--- src/rtl/branch_sequencer.sv ---
// Bracket-branch sequencer: forward-scans instruction memory for the matching
// CBB (SKIP), or reloads the PC from a two-byte loop-cache entry (RESTORE).
module branch_sequencer #(
   parameter int PC_W    = 16,
   parameter int DEPTH_W = 8
) (
   input  logic            clock,
   input  logic            reset_n,
   input  logic            start,
   input  logic            mode,
   input  logic [PC_W-1:0] pc_in,
   input  logic [PC_W-1:0] cache_addr,
   output logic [PC_W-1:0] fetch_addr,
   input  logic [3:0]      instr,
   output logic [PC_W-1:0] mem_addr,
   input  logic [7:0]      mem_rdata,
   output logic            loader_select,
   output logic            busy,
   output logic            done,
   output logic            error,
   output logic            pc_write,
   output logic [PC_W-1:0] pc_next
);

   // instruction opcodes
   localparam logic [3:0] OP_NOP = 4'd0;
   localparam logic [3:0] OP_INC = 4'd1;
   localparam logic [3:0] OP_DEC = 4'd2;
   localparam logic [3:0] OP_MVR = 4'd3;
   localparam logic [3:0] OP_MVL = 4'd4;
   localparam logic [3:0] OP_OUT = 4'd5;
   localparam logic [3:0] OP_IN  = 4'd6;
   localparam logic [3:0] OP_CBF = 4'd7;
   localparam logic [3:0] OP_CBB = 4'd8;

   localparam logic [2:0] S_IDLE    = 3'd0;
   localparam logic [2:0] S_SKIP    = 3'd1;
   localparam logic [2:0] S_LOAD_LO = 3'd2;
   localparam logic [2:0] S_LOAD_HI = 3'd3;
   localparam logic [2:0] S_COMMIT  = 3'd4;

   localparam logic [PC_W-1:0]    PC_ONE    = PC_W'(1);
   localparam logic [DEPTH_W-1:0] DEPTH_ONE = DEPTH_W'(1);

   logic [2:0]         state;
   logic [PC_W-1:0]    scan_pc;
   logic [DEPTH_W-1:0] depth;
   logic [PC_W-1:0]    cache_q;
   logic [7:0]         lo_q;
   logic [7:0]         hi_q;

   logic is_cbf;
   logic is_cbb;
   logic close_hit;
   logic skip_err;

   always_comb begin
      is_cbf    = (instr == OP_CBF);
      is_cbb    = (instr == OP_CBB);
      close_hit = is_cbb && (depth == '0);
      // any step that would advance scan_pc past all-ones, or nest too deep, faults
      skip_err  = !close_hit && ((&scan_pc) || (is_cbf && (&depth)));
   end

   always_comb begin
      busy          = 1'b0;
      done          = 1'b0;
      error         = 1'b0;
      pc_write      = 1'b0;
      pc_next       = '0;
      fetch_addr    = '0;
      mem_addr      = '0;
      loader_select = 1'b0;
      case (state)
         S_SKIP: begin
            busy       = 1'b1;
            fetch_addr = scan_pc;
            if (close_hit) begin
               done     = 1'b1;
               pc_write = 1'b1;
               pc_next  = scan_pc + PC_ONE;
            end else if (skip_err) begin
               done  = 1'b1;
               error = 1'b1;
            end
         end
         S_LOAD_LO: begin
            busy     = 1'b1;
            mem_addr = cache_q;
         end
         S_LOAD_HI: begin
            busy          = 1'b1;
            mem_addr      = cache_q + PC_ONE;
            loader_select = 1'b1;
         end
         S_COMMIT: begin
            busy     = 1'b1;
            done     = 1'b1;
            pc_write = 1'b1;
            pc_next  = PC_W'({hi_q, lo_q});
         end
         default: ;
      endcase
      // a reset landing on a completion cycle must not leak a write
      if (!reset_n) begin
         done     = 1'b0;
         error    = 1'b0;
         pc_write = 1'b0;
         pc_next  = '0;
      end
   end

   always_ff @(posedge clock) begin
      if (!reset_n) begin
         state   <= S_IDLE;
         scan_pc <= '0;
         depth   <= '0;
         cache_q <= '0;
         lo_q    <= '0;
         hi_q    <= '0;
      end else begin
         case (state)
            S_IDLE: begin
               if (start) begin
                  if (mode) begin
                     cache_q <= cache_addr;
                     state   <= S_LOAD_LO;
                  end else begin
                     scan_pc <= pc_in + PC_ONE;
                     depth   <= '0;
                     state   <= S_SKIP;
                  end
               end
            end
            S_SKIP: begin
               if (close_hit || skip_err) begin
                  state <= S_IDLE;
               end else begin
                  scan_pc <= scan_pc + PC_ONE;
                  if (is_cbf)
                     depth <= depth + DEPTH_ONE;
                  else if (is_cbb)
                     depth <= depth - DEPTH_ONE;
               end
            end
            S_LOAD_LO: begin
               lo_q  <= mem_rdata;
               state <= S_LOAD_HI;
            end
            S_LOAD_HI: begin
               hi_q  <= mem_rdata;
               state <= S_COMMIT;
            end
            default: state <= S_IDLE;
         endcase
      end
   end

endmodule

--- config.mk ---
export PLATFORM = sky130hd
export DESIGN_NAME = branch_sequencer
export DESIGN_NICKNAME = d
export VERILOG_FILES = /design/src/rtl/branch_sequencer.sv
export SDC_FILE = /design/constraint.sdc
export NUM_CORES = 1
export LEC_CHECK = 0
export CAP_MARGIN = 10
export CORE_ASPECT_RATIO = 1.25
export CORE_MARGIN = 4
export CORE_UTILIZATION = 40
export CTS_BUF_LIST = sky130_fd_sc_hd__clkbuf_16
export DETAILED_ROUTE_END_ITERATION = 8
export GPL_TIMING_DRIVEN = 1
export PLACE_DENSITY = 0.79
export SLEW_MARGIN = 20
export SYNTH_ARGS = -nofsm -noshare
export SYNTH_HDL_FRONTEND = slang
export SYNTH_SLANG_ARGS = --single-unit
--- constraint.sdc ---
create_clock -name clock -period 2.2 [get_ports clock]
set_input_delay 0.22 -clock clock [delete_from_list [all_inputs] [get_ports clock]]
set_output_delay 0.22 -clock clock [all_outputs]
set_load 0.01 [all_outputs]
Word level (Yosys, flattened, before mapping)
Index checks and enable logic that the tools add are counted.
{ "totals": {"regBits": 59, "in_bits": 48, "out_inout_bits": 53, "word_cells": 69} }
{ "classes": {"addsub": 5, "n_eq_ne": 11, "muxes": 31, "n_reduce_logical": 16} }
{ "op_table": {"columns": ["op", "n"], "rows": [
  ["$mux W16", 6],
  ["$pmux W16 S2", 3],
  ["$add A16 B1 Y16 const B", 3],
  ["$mux W8", 5],
  ["$pmux W8 S2", 1],
  ["$reduce_and A16 Y1", 1],
  ["$pmux W3 S4", 1],
  ["$mux W1", 10],
  ["$add A8 B1 Y8 const B", 1],
  ["$logic_not A8 Y1", 1],
  ["$ne A2 B2 Y1 const B", 4],
  ["$reduce_and A8 Y1", 1],
  ["$sub A8 B1 Y8 const B", 1],
  ["$eq A3 B2 Y1 const B", 2],
  ["$mux W3", 2],
  ["$reduce_and A5 Y1", 1],
  ["$eq A4 B3 Y1 const B", 1],
  ["$eq A4 B4 Y1 const B", 1],
  ["$pmux W1 S2", 2],
  ["$reduce_and A4 Y1", 1],
  ["$reduce_or A4 Y1", 1],
  ["$eq A3 B1 Y1 const B", 1],
  ["$eq A3 B3 Y1 const B", 1],
  ["$logic_and A1 B1 Y1", 3],
  ["other kinds (8)", 9]
]} }

Longest topological paths before layout
{ "depth": {"depth_word": 8, "ltp_mapped": 8, "ltp_nobuf": 8} }

Worst setup path before layout
No wires, ideal clock.
{ "synth_path": {"path_type": "reg-to-output", "from": "reg scan_pc[0]", "to": "out pc_next[14]", "arrival_time_ns": 1.895, "required_time_ns": 1.980, "setup_slack_ns": 0.085, "path_stages_with_launch": 7, "path_buffers": 0, "path_cell_list": "dfxtp_1 -> ha_1 -> nand3_1 -> or4_1 -> xnor2_1 -> a22oi_1 -> nor2_1"} }
{ "synth_between": {"elab_chain_cells": 4} }
{ "synth_rtl": {"columns": ["item", "line_no", "text"], "rows": [
  ["start, declared", "46", "logic [PC_W-1:0] scan_pc;"],
  ["start signal, assigned", "129", "scan_pc <= pc_in + PC_ONE;"],
  ["start signal, assigned", "139", "scan_pc <= scan_pc + PC_ONE;"],
  ["$add A16 B1 Y16", "81", "pc_next = scan_pc + PC_ONE;"],
  ["$mux W16", "78", "if (close_hit) begin"],
  ["$pmux W16 S2", "74", "case (state)"],
  ["$mux W16", "105", "if (!reset_n) begin"],
  ["end, declared", "22", "output logic [PC_W-1:0] pc_next"]
]} }
No other way between the ends.

Worst setup path after layout
{ "layout_path": {"from": "reg scan_pc[1]", "to": "out pc_next[13]"} }
The elaborated chain is that of the path after synthesis.

==> results.cfg <==
[synthesis]
synth_top_area_share_pct = 28.67
synth_area_leaders = dfxtp_1 (29%), nand2_1 (8.8%), a21oi_1 (6.9%)
synth_edf_count = 0
synth-seq-cells = 59
seq_area_frac_synth_pct = 28.67
synthCells = 584
synth_most_common_cell = nand2_1
synth_commonest_cells = nand2_1 (97), dfxtp_1 (59), a21oi_1 (57), nor2_1 (53), clkbuf_1 (28)
synth_ff_type = dfxtp_1
synth_fp_nets = 642
yosys_warnings = 0
yosysUniqueCellTypes = 55
async_flop_share_pct = 0
synth_area_sq_um = 4120
yosys.area.top_type = dfxtp_1
synth_area_per_cell_sq_um = 7.055

[timing]
layout_setup_ws_ps = -117.8
timing_hold_violations_final = 0
slew_violations = 0
timing.final.crit_share_pct = 105.4
worst_slew_margin_rel_pct = 67.47
finalSetupViolCount = 9
rsz0062_at_grt = true
finClkSkew_ps = 10.56
worst_pin_slew_ps = 483.5
fin_crit_ps = 2318
max_freq_mhz = 431.4

[route]
route.met3.wl_microns = 1402
routedWlPerCell_microns = 18.04
ant_nets = 0
wirelength_microns = 16540
viasPerCell = 5.981
firstDrtPassIters = 6
highest_layer = met4
dr.first_iter.drc_count = 590
route.detailed.drc = 0
wl_met2_microns = 8518
wl_met1_microns = 5946
via_count = 5485

[grt]
gr-total-overflow = 0
grt_use_total_pct = 24.70
antenna_found_initial = 0
grt_pass1_vias = 5175
grt_max_degree = 51
grt_pass1_wl_microns = 24210

[worst_setup_path]
crit_top_cell = buf_4
critPathBufInv = 3
slowest_stage = or4_4
path_depth = 8
end_kind = output port
required_ps = 1980
cp_max_fo = 4
max_stage_delay_ps = 450
criticalPathCategory = flip-flop to output port
worst_r2r_path_depth = 8
path_cells = buf_4, nand4_1, buf_4, or4_4, xnor2_2, a22oi_1, nor2_1, buf_2
arrival_ps = 2100
cpLargestDelayFamily = simple AND/OR/NAND/NOR gates
worstSetupStartpointType = flip-flop

[floorplanning]
dieArea_sq_um = 12000
rows = 41
coreArea_sq_um = 10110
ioPinCount = 101
die_w_microns = 98.78
die_y_microns = 121.5
start_util_pct = 40.77

[layout]
final-instance-count-excl-fill = 917
syn_to_final_growth_pct = 63.65
drive_gt1_share_pct = 28.17
post-route-util_pct = 66.72
fin_area_sq_um = 6743
num_antenna_cells = 0
final_nets = 842

[cts]
clock_sinks = 59
clk_pin_slew_ps = 50
clkLatencyLatePin_ps = 330
cts-htree-levels = 3
clockBufferDepth = 2
numCtsBuffers = 9
cts_hold_buf = 0
cts_root_buf = clkbuf_16
cts_tree = done

[placement]
placed_cells = 878
dp_slack_ps = -395.8
port_buffers = 100
dp_hpwl_microns = 10960
place_area_sq_um = 5949
gp_congestion = 0.8587

[power]
cellPowerDensity_nw_per_um2 = 575.0
leakage_nw = 2.903
irDropWorstVdd_mv = 0.3963
p_total_w = 0.003877

[outcome]
violations = negative setup slack
status = finished, violations left

[job]
drv_cap = 0

[min_path]
min_path_type = input port to flip-flop
whs_path_depth = 3
[flip-flops by register name, indices dropped and copies added (netlist names)]
signal and cells:
state 3, scan_pc 16, hi_q 8, lo_q 8
depth 8, cache_q 16
[tightest hold or removal path: cells and delay by family]
family	cells	cell delay, ps
buffers and inverters	1	400
AO/OA/AOI/OAI	1	50
AND/OR/NAND/NOR	1	50
[worst paths after layout]
kind	from	endpoint	slack, ps
setup reg to reg	scan_pc[1]	depth[1]	50
hold / removal	cache_addr[5]	cache_q[5]	430
hold reg to reg	lo_q[3]	lo_q[3]	460
setup / recovery	scan_pc[1]	pc_next[13]	-120
[metrics by stage]
stage          TNS, ps  hold slack [ps]
6_report        -418.0            434.9
5_1_grt          -1259            457.3
4_1_cts         -162.5            440.9
3_5_place_dp     -7862            451.9
3_3_place_gp     -6700            451.0
2_1_floorplan        0            356.0
[where the power goes]
part / switching (W) / total [W] / leakage, nW / internal, W
Sequential: 0.0000807 / 0.00125 / 0.487 / 0.00116
Clock: 0.000487 / 0.00134 / 0.143 / 0.000850
Combinational: 0.000667 / 0.00129 / 2.27 / 0.000628
Total: 0.00123 / 0.00388 / 2.90 / 0.00264
[what timing repair did]
action,in CTS,in global routing
gates cloned,0,2
endpoints found under the hold margin,0,0
resized for setup,124,62
buffers inserted,20,3
pin swaps,24,19
endpoints found under the setup margin,49,58
[kinds of logic after synthesis]
kind of cell    count (synthesis)  share of synthesized area (%)
compound gates                145                          22.05
xor+xnor                       35                          7.440
fa+ha+maj                      10                          3.219
buf+inv                        58                          5.861
flops                          59                          28.67
mux                             4                         0.9718
simple gates                  273                          31.80
[routing by layer]
| layer | GRT usage, % | vias to the layer above |
|---|---|---|
| met1 | 26.87 | 2580 |
| met4 | 12.04 | 0 |
| met3 | 5.060 | 77 |
| met2 | 45.00 | 329 |
| met5 | 0 | - |
| li1 | - | 2499 |
[cell type report]
class,count,area (sq um)
multi-input combinational,467,3028
inverter,20,75.07
timing repair buffer,227,2002
clock inverter,6,50.05
fill,750,3363
sequential,59,1201
tap,129,161.4
clock buffer,9,225.2
[cells in the final DEF (no fill, tap or decap), types with 6 or more instances in the layout]
cell / count
o21a_1: 6
nor4_1: 9
and2_1: 17
inv_1: 21
buf_4: 111
xnor2_1: 11
dfxtp_1: 45
o211ai_1: 7
nor2_1: 49
nor3_1: 10
nand4_1: 25
buf_6: 10
dlygate4sd2_1: 10
a22oi_1: 14
nand3_1: 19
dlymetal6s2s_1: 9
dfxtp_2: 13
buf_2: 14
clkbuf_16: 11
o21ai_0: 21
a21oi_1: 55
nor3_4: 6
clkdlybuf4s50_1: 61
nand2_1: 96
xor2_1: 19
No activity file was read; power rests on OpenSTA's default activity.
